File: src/rtl/spi_shift_unit_pkg.sv
// rtl/spi_shift_unit_pkg.sv - shared SR_WE encodings and frame constants for the SPI shift unit and FSM
package spi_shift_unit_pkg;

  localparam int WIDTH_DEFAULT = 8;
  localparam int CNT_W_DEFAULT = 3;

  // Shift register command issued by the control FSM; 2'b11 is reserved and acts as hold
  typedef enum logic [1:0] {
    SR_HOLD  = 2'b00,
    SR_LOAD  = 2'b01,
    SR_CLEAR = 2'b10,
    SR_RSVD  = 2'b11
  } sr_we_e;

  // Value of the R/W bit that marks a read transaction
  localparam logic READ = 1'b1;

  // True when the command lets a normal serial shift proceed
  function automatic logic shift_allowed(input logic [1:0] cmd);
    return (cmd != SR_LOAD) && (cmd != SR_CLEAR);
  endfunction

endpackage

File: src/rtl/spi_bit_counter.sv
// rtl/spi_bit_counter.sv - bit counter, byte-complete pulse and address/data byte index
module spi_bit_counter
  import spi_shift_unit_pkg::*;
#(
  parameter int WIDTH = WIDTH_DEFAULT,
  parameter int CNT_W = CNT_W_DEFAULT
) (
  input  logic             clk,
  input  logic             reset,
  input  logic             cs,
  input  logic             shift,
  output logic [CNT_W-1:0] bit_count,
  output logic             byte_done,
  output logic             byte_index
);

  localparam logic [CNT_W-1:0] LAST_BIT = CNT_W'(WIDTH - 1);

  // Count shifted bits, pulse byte_done one clk after the last bit, track address vs data byte
  always_ff @(posedge clk) begin
    if (reset) begin
      bit_count  <= '0;
      byte_done  <= 1'b0;
      byte_index <= 1'b0;
    end else if (cs) begin
      bit_count  <= '0;
      byte_done  <= 1'b0;
      byte_index <= 1'b0;
    end else begin
      byte_done <= 1'b0;
      if (shift) begin
        if (bit_count == LAST_BIT) begin
          bit_count <= '0;
          byte_done <= 1'b1;
        end else begin
          bit_count <= bit_count + 1'b1;
        end
      end
      if (byte_done) begin
        byte_index <= 1'b1;
      end
    end
  end

endmodule

File: src/rtl/spi_shift_unit.sv
// rtl/spi_shift_unit.sv - SPI byte assembler, R/W latch and MISO shifter feeding the control FSM
module spi_shift_unit
  import spi_shift_unit_pkg::*;
#(
  parameter int WIDTH = WIDTH_DEFAULT,
  parameter int CNT_W = CNT_W_DEFAULT
) (
  input  logic             clk,
  input  logic             reset,
  input  logic             sclk_pos,
  input  logic             sclk_neg,
  input  logic             mosi,
  input  logic             cs,
  input  logic [1:0]       sr_we,
  input  logic [WIDTH-1:0] parallel_in,
  output logic [WIDTH-1:0] parallel_out,
  output logic             rw_bit,
  output logic             byte_done,
  output logic [CNT_W-1:0] bit_count,
  output logic             miso
);

  logic shift;
  logic byte_index;

  // A load or clear in the same cycle as an SCLK rising edge wins and the shift is dropped
  assign shift = !cs && sclk_pos && shift_allowed(sr_we);

  spi_bit_counter #(
    .WIDTH (WIDTH),
    .CNT_W (CNT_W)
  ) u_bit_counter (
    .clk        (clk),
    .reset      (reset),
    .cs         (cs),
    .shift      (shift),
    .bit_count  (bit_count),
    .byte_done  (byte_done),
    .byte_index (byte_index)
  );

  // Shift register: held while deselected so the FSM can read it after the frame
  always_ff @(posedge clk) begin
    if (reset) begin
      parallel_out <= '0;
    end else if (!cs) begin
      if (sr_we == SR_CLEAR) begin
        parallel_out <= '0;
      end else if (sr_we == SR_LOAD) begin
        parallel_out <= parallel_in;
      end else if (sclk_pos) begin
        parallel_out <= {parallel_out[WIDTH-2:0], mosi};
      end
    end
  end

  // Latch the last bit of the address byte as R/W; data bytes leave it untouched
  always_ff @(posedge clk) begin
    if (reset) begin
      rw_bit <= 1'b0;
    end else if (!cs && byte_done && !byte_index) begin
      rw_bit <= parallel_out[0];
    end
  end

  // MISO presents the pre-shift MSB on each SCLK falling edge, holds while deselected
  always_ff @(posedge clk) begin
    if (reset) begin
      miso <= 1'b0;
    end else if (!cs && sclk_neg) begin
      miso <= parallel_out[WIDTH-1];
    end
  end

endmodule
File: config.mk
export PLATFORM = sky130hd
export DESIGN_NAME = spi_shift_unit
export DESIGN_NICKNAME = d
export VERILOG_FILES = /design/src/rtl/spi_shift_unit_pkg.sv /design/src/rtl/spi_bit_counter.sv /design/src/rtl/spi_shift_unit.sv
export SDC_FILE = /design/constraint.sdc
export NUM_CORES = 1
export LEC_CHECK = 0
export CAP_MARGIN = 20
export CORE_AREA = 10 10 53 55
export CTS_CLUSTER_SIZE = 28
export DETAILED_ROUTE_END_ITERATION = 10
export DIE_AREA = 0 0 63 65
export GPL_ROUTABILITY_DRIVEN = 1
export PLACE_DENSITY = 0.73
export RECOVER_POWER = 50
export SLEW_MARGIN = 15
export SYNTH_ARGS = -nofsm -noshare
export SYNTH_HDL_FRONTEND = slang
export SYNTH_HIERARCHICAL = 1
export SYNTH_SLANG_ARGS = --single-unit
File: constraint.sdc
create_clock -name clk -period 1.9 [get_ports clk]
set_input_delay 0.38 -clock clk [delete_from_list [all_inputs] [get_ports clk]]
set_output_delay 0.38 -clock clk [all_outputs]
set_load 0.01 [all_outputs]
==> run summary, run 1 <==
R2R depth: 4
Die Span Y: 65 um
most common cell in the netlist: dfxtp_1
Worst Setup SP: sr_we[0]
# clock sinks: 15
Crit Path Max Fanout: 8
Leak: 0.4214 nW
pwr/cell area: 566.1 mW/mm^2
Tcrit/Tclk final: 89.70%
Slew @ Worst Pin: 0.3817 ns
setup_tns: 0 ns
TritonRoute pass-1 iters: 4
Mean Syn Cell Area: 11.20 sq um
# DRC: 0
H-tree depth: 1
hold path depth: 1
Fmax: 586.7 MHz
die width: 63 um
Layout area overhead: 54.03%
final worst slack: 0.1957 ns
Core Box Area: 0.001862 sq mm
Ys Warns: 6
first-pass GRT wire length: 2.918 mm
Net Sw Frac: 23.13%
Synth async-reset ratio: 0%
top-area cell type share of the netlist area: 43.96%
Min-Delay Endpoint: parallel_out[5]$_SDFFE_PP0P_
worst min-delay path class: flop to flop
combinational power share: 16.0%
DPL Wire Length: 1.425 mm
number of DRC markers in iteration 0: 8
via/cell ratio: 4.808
IO Count: 30
initial core utilization: 36.69%
Worst R2R End: u_bit_counter/bit_count[0]$_SDFFE_PP0P_
nets@finish: 119
sw power: 0.0001378 W
# resized after CTS: 0
clk root buf: clkbuf_4
Reg power frac: 54.4%
vias: 601
CTS Buf Count: 3
cells after synthesis: 61
Req. time, crit path: 2.11 ns
layout cells sized above 1: 9.184%
worst skew pair latency: 0.28 ns
Hold Startpoint: parallel_out[5]$_SDFFE_PP0P_
ys flop type: dfxtp_1
Netlist cell types: 18
Worst setup EP type: flop
Fin. Hold Viols: 0
global-route usage over all layers: 8.700%
Syn Std Cell Area: 683.2 sq um
CP arrival: 1.91 ns
RR Startpoint: u_bit_counter/bit_count[0]$_SDFFE_PP0P_
final wirelength: 1.731 mm
RSZ-0062 raised after global routing: false
largest cells by area after synthesis: dfxtp_1 44%, mux2i_1 18%, o2bb2ai_1 10%, ha_1 7.3%, nor3_1 3.7%
GP Congestion: 0.7018
clock share of power: 29.6%
Die Area: 0.004095 sq mm
status: finished, final reports clean
maximum clock insertion buffer count: 2
diode count: 0
pin count of the biggest net entering global routing: 10
worst-case vdd ir drop: 365.1 uV
Worst-path clk slew: 0.09 ns
Slew HR: 74.55%
P_int: 0.0004579 W
Yosys top cell by area: dfxtp_1
clk_skew: 0.006730 ns
final instance area: 0.001052 sq mm
final antenna-violating net count: 0
Startpoint Class: primary input
Post-Place Worst Slack: -0.1022 ns
PortBufs: 29
Post-synth EDFFs: 0
wire per inst: 13.85 um
top cells by count, synth: 15 x dfxtp_1, 12 x mux2i_1, 8 x o2bb2ai_1, 5 x nor3_1, 4 x ha_1
post-route minimum period: 1.704 ns
total of max-cap violations: 0
antenna violations before repair: 0
CTS tree: yes
Slew Limit Fails: 0
grt total ovfl: 0
post-synth net total: 81
R2R Setup Slk: 0.54 ns
Seq/Total Area, Yosys: 43.96%
cell row count: 16
dpl cell area: 0.001033 sq mm
vias in the first global route: 621
critical path class: primary input to flop
# setup viols final: 0
synthesized flop and latch total: 15
cts hold-fix bufs: 0
postcts setup bufs: 0
## worst max-delay path: stages
cell and delay, ns:
clkdlybuf4s50_1 0.48, inv_1 0.05, ha_1 0.20, or3_4 0.40, a21oi_4 0.26, o2bb2ai_1 0.14
## final cells by class
class,instances,area (sq um)
Sequential cell,15,300.3
Timing Repair Buffer,34,320.3
Inverter,3,11.26
Tap cell,27,33.78
Fill cell,172,809.5
Multi-Input combinational cell,42,360.3
Clock buffer,4,26.28
## worst max-delay path by stage
stage	endpoint	depth (start not counted)
after floorplan	parallel_out[0]$_SDFFE_PP0P_	6
after global placement	parallel_out[6]$_SDFFE_PP0P_	6
after detailed placement	parallel_out[5]$_SDFFE_PP0P_	6
after CTS	parallel_out[6]$_SDFFE_PP0P_	6
after global routing	parallel_out[5]$_SDFFE_PP0P_	6
final	parallel_out[7]$_SDFFE_PP0P_	6
## sequential cells by signal, summed over array words and instances, names as in the netlist
register,flops
u_bit_counter/byte_index,1
parallel_out,8
u_bit_counter/bit_count,3
miso,1
rw_bit,1
u_bit_counter/byte_done,1
## cell families after synthesis
kind of cell,Yosys count,share of synthesized area (%)
multiplexers,12,17.58
adder cells (fa/ha/maj),4,7.326
AO/OA/AOI/OAI,11,15.20
flip-flops,15,43.96
AND/OR/NAND/NOR,15,12.64
buffers and inverters,4,3.296
## per-layer routing
layer	GRT usage (%)	share of wire (%)
met5	0	0
met2	15.36	53
met3	2.234	4.1
met1	9.214	41
met4	5.028	2.3
## placed cells by master, fill, tap and decap left out
master	n
nor3_1	5
buf_4	3
or3b_1	1
clkbuf_1	3
a21oi_4	1
nor2b_1	1
o2bb2ai_1	8
clkdlybuf4s50_1	17
clkbuf_4	3
nor2_1	3
mux2i_1	12
or3_4	1
a211oi_2	1
o21ai_1	1
nor3b_1	1
dlygate4sd3_1	12
inv_1	3
nand2_1	1
ha_1	4
nand2b_1	1
dfxtp_1	15
and3_1	1
## per-stage QoR
stage                     instances   power, W  hold WS, ns  utilization (%)
after floorplan                  61  0.0003707       0.4446                -
after global placement          121  0.0004304       0.4680            55.51
after detailed placement        121  0.0004320       0.4758            55.51
after CTS                       125  0.0006072       0.4911            56.92
after global routing            125  0.0006246       0.5023            56.52
final                           125  0.0005957       0.4836            56.52
## power by group through the flow
stage               Combinational (W)  Clock [W]  Sequential (W)
floorplan                   0.0000378          0        0.000333
global placement            0.0000991          0        0.000331
detailed placement           0.000100          0        0.000331
CTS                          0.000101   0.000182        0.000324
global route                 0.000105   0.000195        0.000325
finish                      0.0000955   0.000176        0.000324
(Power assumes the default switching activity.)
==> inputs of run 2 (changes only) <==
--- a/config.mk
+++ b/config.mk
@@ -11,6 +11,7 @@
 export DETAILED_ROUTE_END_ITERATION = 10
 export DIE_AREA = 0 0 63 65
 export GPL_ROUTABILITY_DRIVEN = 1
+export GPL_TIMING_DRIVEN = 0
 export PLACE_DENSITY = 0.73
 export RECOVER_POWER = 50
 export SLEW_MARGIN = 15
==> run 2 against run 1 <==
  * Clock skew is 0.0055 ns lower
  * Fmax down 6.8%
  * Worst hold slack better by 0.00093 ns
  * Via count is 2.5% lower
  * Clock-buffer cell count is the same
  * Combinational power is 9% higher
  * Final area increased by 2.5%
  * First-iteration DRC count down 38%
  * Total power is 1.3% higher
  * Non-clock buffer count down 1
  * Critical endpoint unchanged
  * Largest cell class unchanged
==> run summary, run 2 (synthesized netlist as in run 1, its figures left out) <==
nets@finish: 118
top sig layer: met4
CP cell instances: clkdlybuf4s50_1, inv_1, ha_1, buf_6, or3_4, a21oi_4, buf_4, o2bb2ai_1
Req. time, crit path: 2.11 ns
# DRC: 0
Worst R2R End: u_bit_counter/bit_count[0]$_SDFFE_PP0P_
PortBufs: 29
cell row count: 16
Worst-path clk slew: 0.08 ns
final wirelength: 1.780 mm
clk root buf: clkbuf_4
Crit path buffers/inverters: 4
H-tree depth: 1
die width: 63 um
pin count of the biggest net entering global routing: 11
# setup viols final: 0
Die Span Y: 65 um
max FFs per register: 8
wire per inst: 14.35 um
Startpoint Class: primary input
Slew @ Worst Pin: 0.4522 ns
diode count: 0
TritonRoute pass-1 iters: 4
Fin. Hold Viols: 0
most common cell after layout, fill and taps aside: clkdlybuf4s50_1
status: finished, final reports clean
GP Congestion: 0.6549
CTS tree: yes
sw power: 0.0001419 W
Min-Delay Endpoint: parallel_out[5]$_SDFFE_PP0P_
# clock sinks: 15
layout cells sized above 1: 14.43%
CTS Buf Count: 3
IO Count: 30
global-route usage over all layers: 8.427%
maximum clock insertion buffer count: 2
final antenna-violating net count: 0
post-route minimum period: 1.829 ns
vias in the first global route: 594
metal3 WL: 63 um
Hold Startpoint: parallel_out[5]$_SDFFE_PP0P_
critical path class: primary input to flop
vias: 586
cell family with the largest share of critical-path delay: buffers and inverters
R2R depth: 4
P_int: 0.0004618 W
Tcrit/Tclk final: 96.28%
via/cell ratio: 4.726
placed cells: 117
antenna violations before repair: 0
RR Startpoint: u_bit_counter/bit_count[0]$_SDFFE_PP0P_
Reg power frac: 53.7%
setup_tns: 0 ns
combinational power share: 17.3%
CP arrival: 2.04 ns
Fmax: 546.7 MHz
fill cell count: 168
DPL Wire Length: 1.387 mm
Reg area: 300.3 sq um
initial core utilization: 36.69%
number of DRC markers in iteration 0: 5
M1 wire length: 772 um
total of max-cap violations: 0
clk_skew: 0.001186 ns
Slew Limit Fails: 0
clock share of power: 29.0%
Worst setup EP type: flop
R2R Setup Slk: 0.56 ns
first-pass GRT wire length: 2.870 mm
cts hold-fix bufs: 0
Net Sw Frac: 23.50%
area occupied by multi-input gates: 382.9 sq um
Layout area overhead: 57.87%
slowest stage delay, CP: 0.48 ns
worst skew pair latency: 0.27 ns
Slew HR: 69.85%
Final Instance Count excl. Fillers: 124
pwr/cell area: 559.7 mW/mm^2
Core Box Area: 0.001862 sq mm
commonest cells after routing, fill and taps aside: 20 x clkdlybuf4s50_1, 15 x dfxtp_1, 12 x mux2i_1
biggest regs: parallel_out x8, u_bit_counter/bit_count x3
hold path depth: 1
wire length on met2: 921 um
worst-case vdd ir drop: 475.9 uV
grt total ovfl: 0
Crit Path Max Fanout: 10
worst min-delay path class: flop to flop
Slowest cell on crit path: clkdlybuf4s50_1
Leak: 0.4255 nW
most flop-heavy register: parallel_out
CP Depth: 8
Die Area: 0.004095 sq mm
run 2: changes by cell type in the layout (fill, tap and decap cells not counted):
| cell | before | now |
|---|---|---|
| o2bb2ai_1 | 8 | 5 |
| clkdlybuf4s50_1 | 17 | 20 |
| o21ai_1 | 1 | 0 |
| clkbuf_1 | 3 | 1 |
| dlygate4sd3_1 | 12 | 9 |
| buf_6 | 0 | 1 |
| o2bb2ai_2 | 0 | 3 |
| o21ai_2 | 0 | 1 |
run 2: final cells by class:
| type | count | area share (%) |
|---|---|---|
| Tap cell | 27 | 3.132 |
| Inverter | 3 | 1.044 |
| Timing Repair Buffer | 32 | 29.00 |
| Clock buffer | 4 | 2.436 |
| Buffer | 1 | 1.044 |
| Multi-Input combinational cell | 42 | 35.50 |
| Sequential cell | 15 | 27.84 |
run 2: worst reg2reg max path, delay by kind of cell, from the launching register on:
kind                       cells  cell delay [ns]
AOI/OAI and AO/OA              1             0.17
adders and majority gates      2             0.40
DFF                            1             0.35
and+or+nand+nor                1             0.36
run 2: timing repair:
item | 4_1_cts | 5_1_grt
buffers inserted | 0 | 3
resized for setup | 0 | 4
endpoints found under the setup margin | 0 | 8
hold endpoints to repair | 0 | 0
run 2: per-stage QoR:
stage | hold slack [ns] | utilization (%) | power [W] | setup slack (ns) | instance area [sq um]
after detailed placement | 0.4767 | 54.10 | 0.0004275 | -0.2521 | 1007
final | 0.4846 | 57.93 | 0.0006037 | 0.07071 | 1079
after floorplan | 0.4446 | - | 0.0003707 | 0.3956 | 683.2
after global placement | 0.4729 | 54.10 | 0.0004249 | -0.2025 | 1007
after global routing | 0.5120 | 57.93 | 0.0006336 | -0.006407 | 1079
after CTS | 0.4896 | 55.51 | 0.0006002 | 0.03042 | 1033
run 2: power groups by stage:
stage / Sequential [W] / Clock (W) / Combinational (W)
after global routing: 0.000325 / 0.000197 / 0.000112
final: 0.000324 / 0.000175 / 0.000104
after detailed placement: 0.000331 / 0 / 0.0000960
after global placement: 0.000331 / 0 / 0.0000937
after CTS: 0.000324 / 0.000180 / 0.0000964
after floorplan: 0.000333 / 0 / 0.0000378
run 2: routing by layer:
layer	global-route usage (%)	vias to the layer above
met5	0	-
met4	2.514	0
met3	3.093	2
met2	14.97	12
met1	9.144	275
li1	-	297
run 2: worst max-delay path by stage:
| stage | end | startpoint | slack [ns] |
|---|---|---|---|
| after floorplan | parallel_out[0]$_SDFFE_PP0P_ | sr_we[1] | 0.40 |
| after global placement | parallel_out[5]$_SDFFE_PP0P_ | sr_we[1] | -0.20 |
| after detailed placement | parallel_out[1]$_SDFFE_PP0P_ | sr_we[1] | -0.25 |
| after CTS | parallel_out[1]$_SDFFE_PP0P_ | sr_we[1] | 0.03 |
| after global routing | parallel_out[6]$_SDFFE_PP0P_ | sr_we[1] | -0.006 |
| final | parallel_out[7]$_SDFFE_PP0P_ | sr_we[1] | 0.07 |
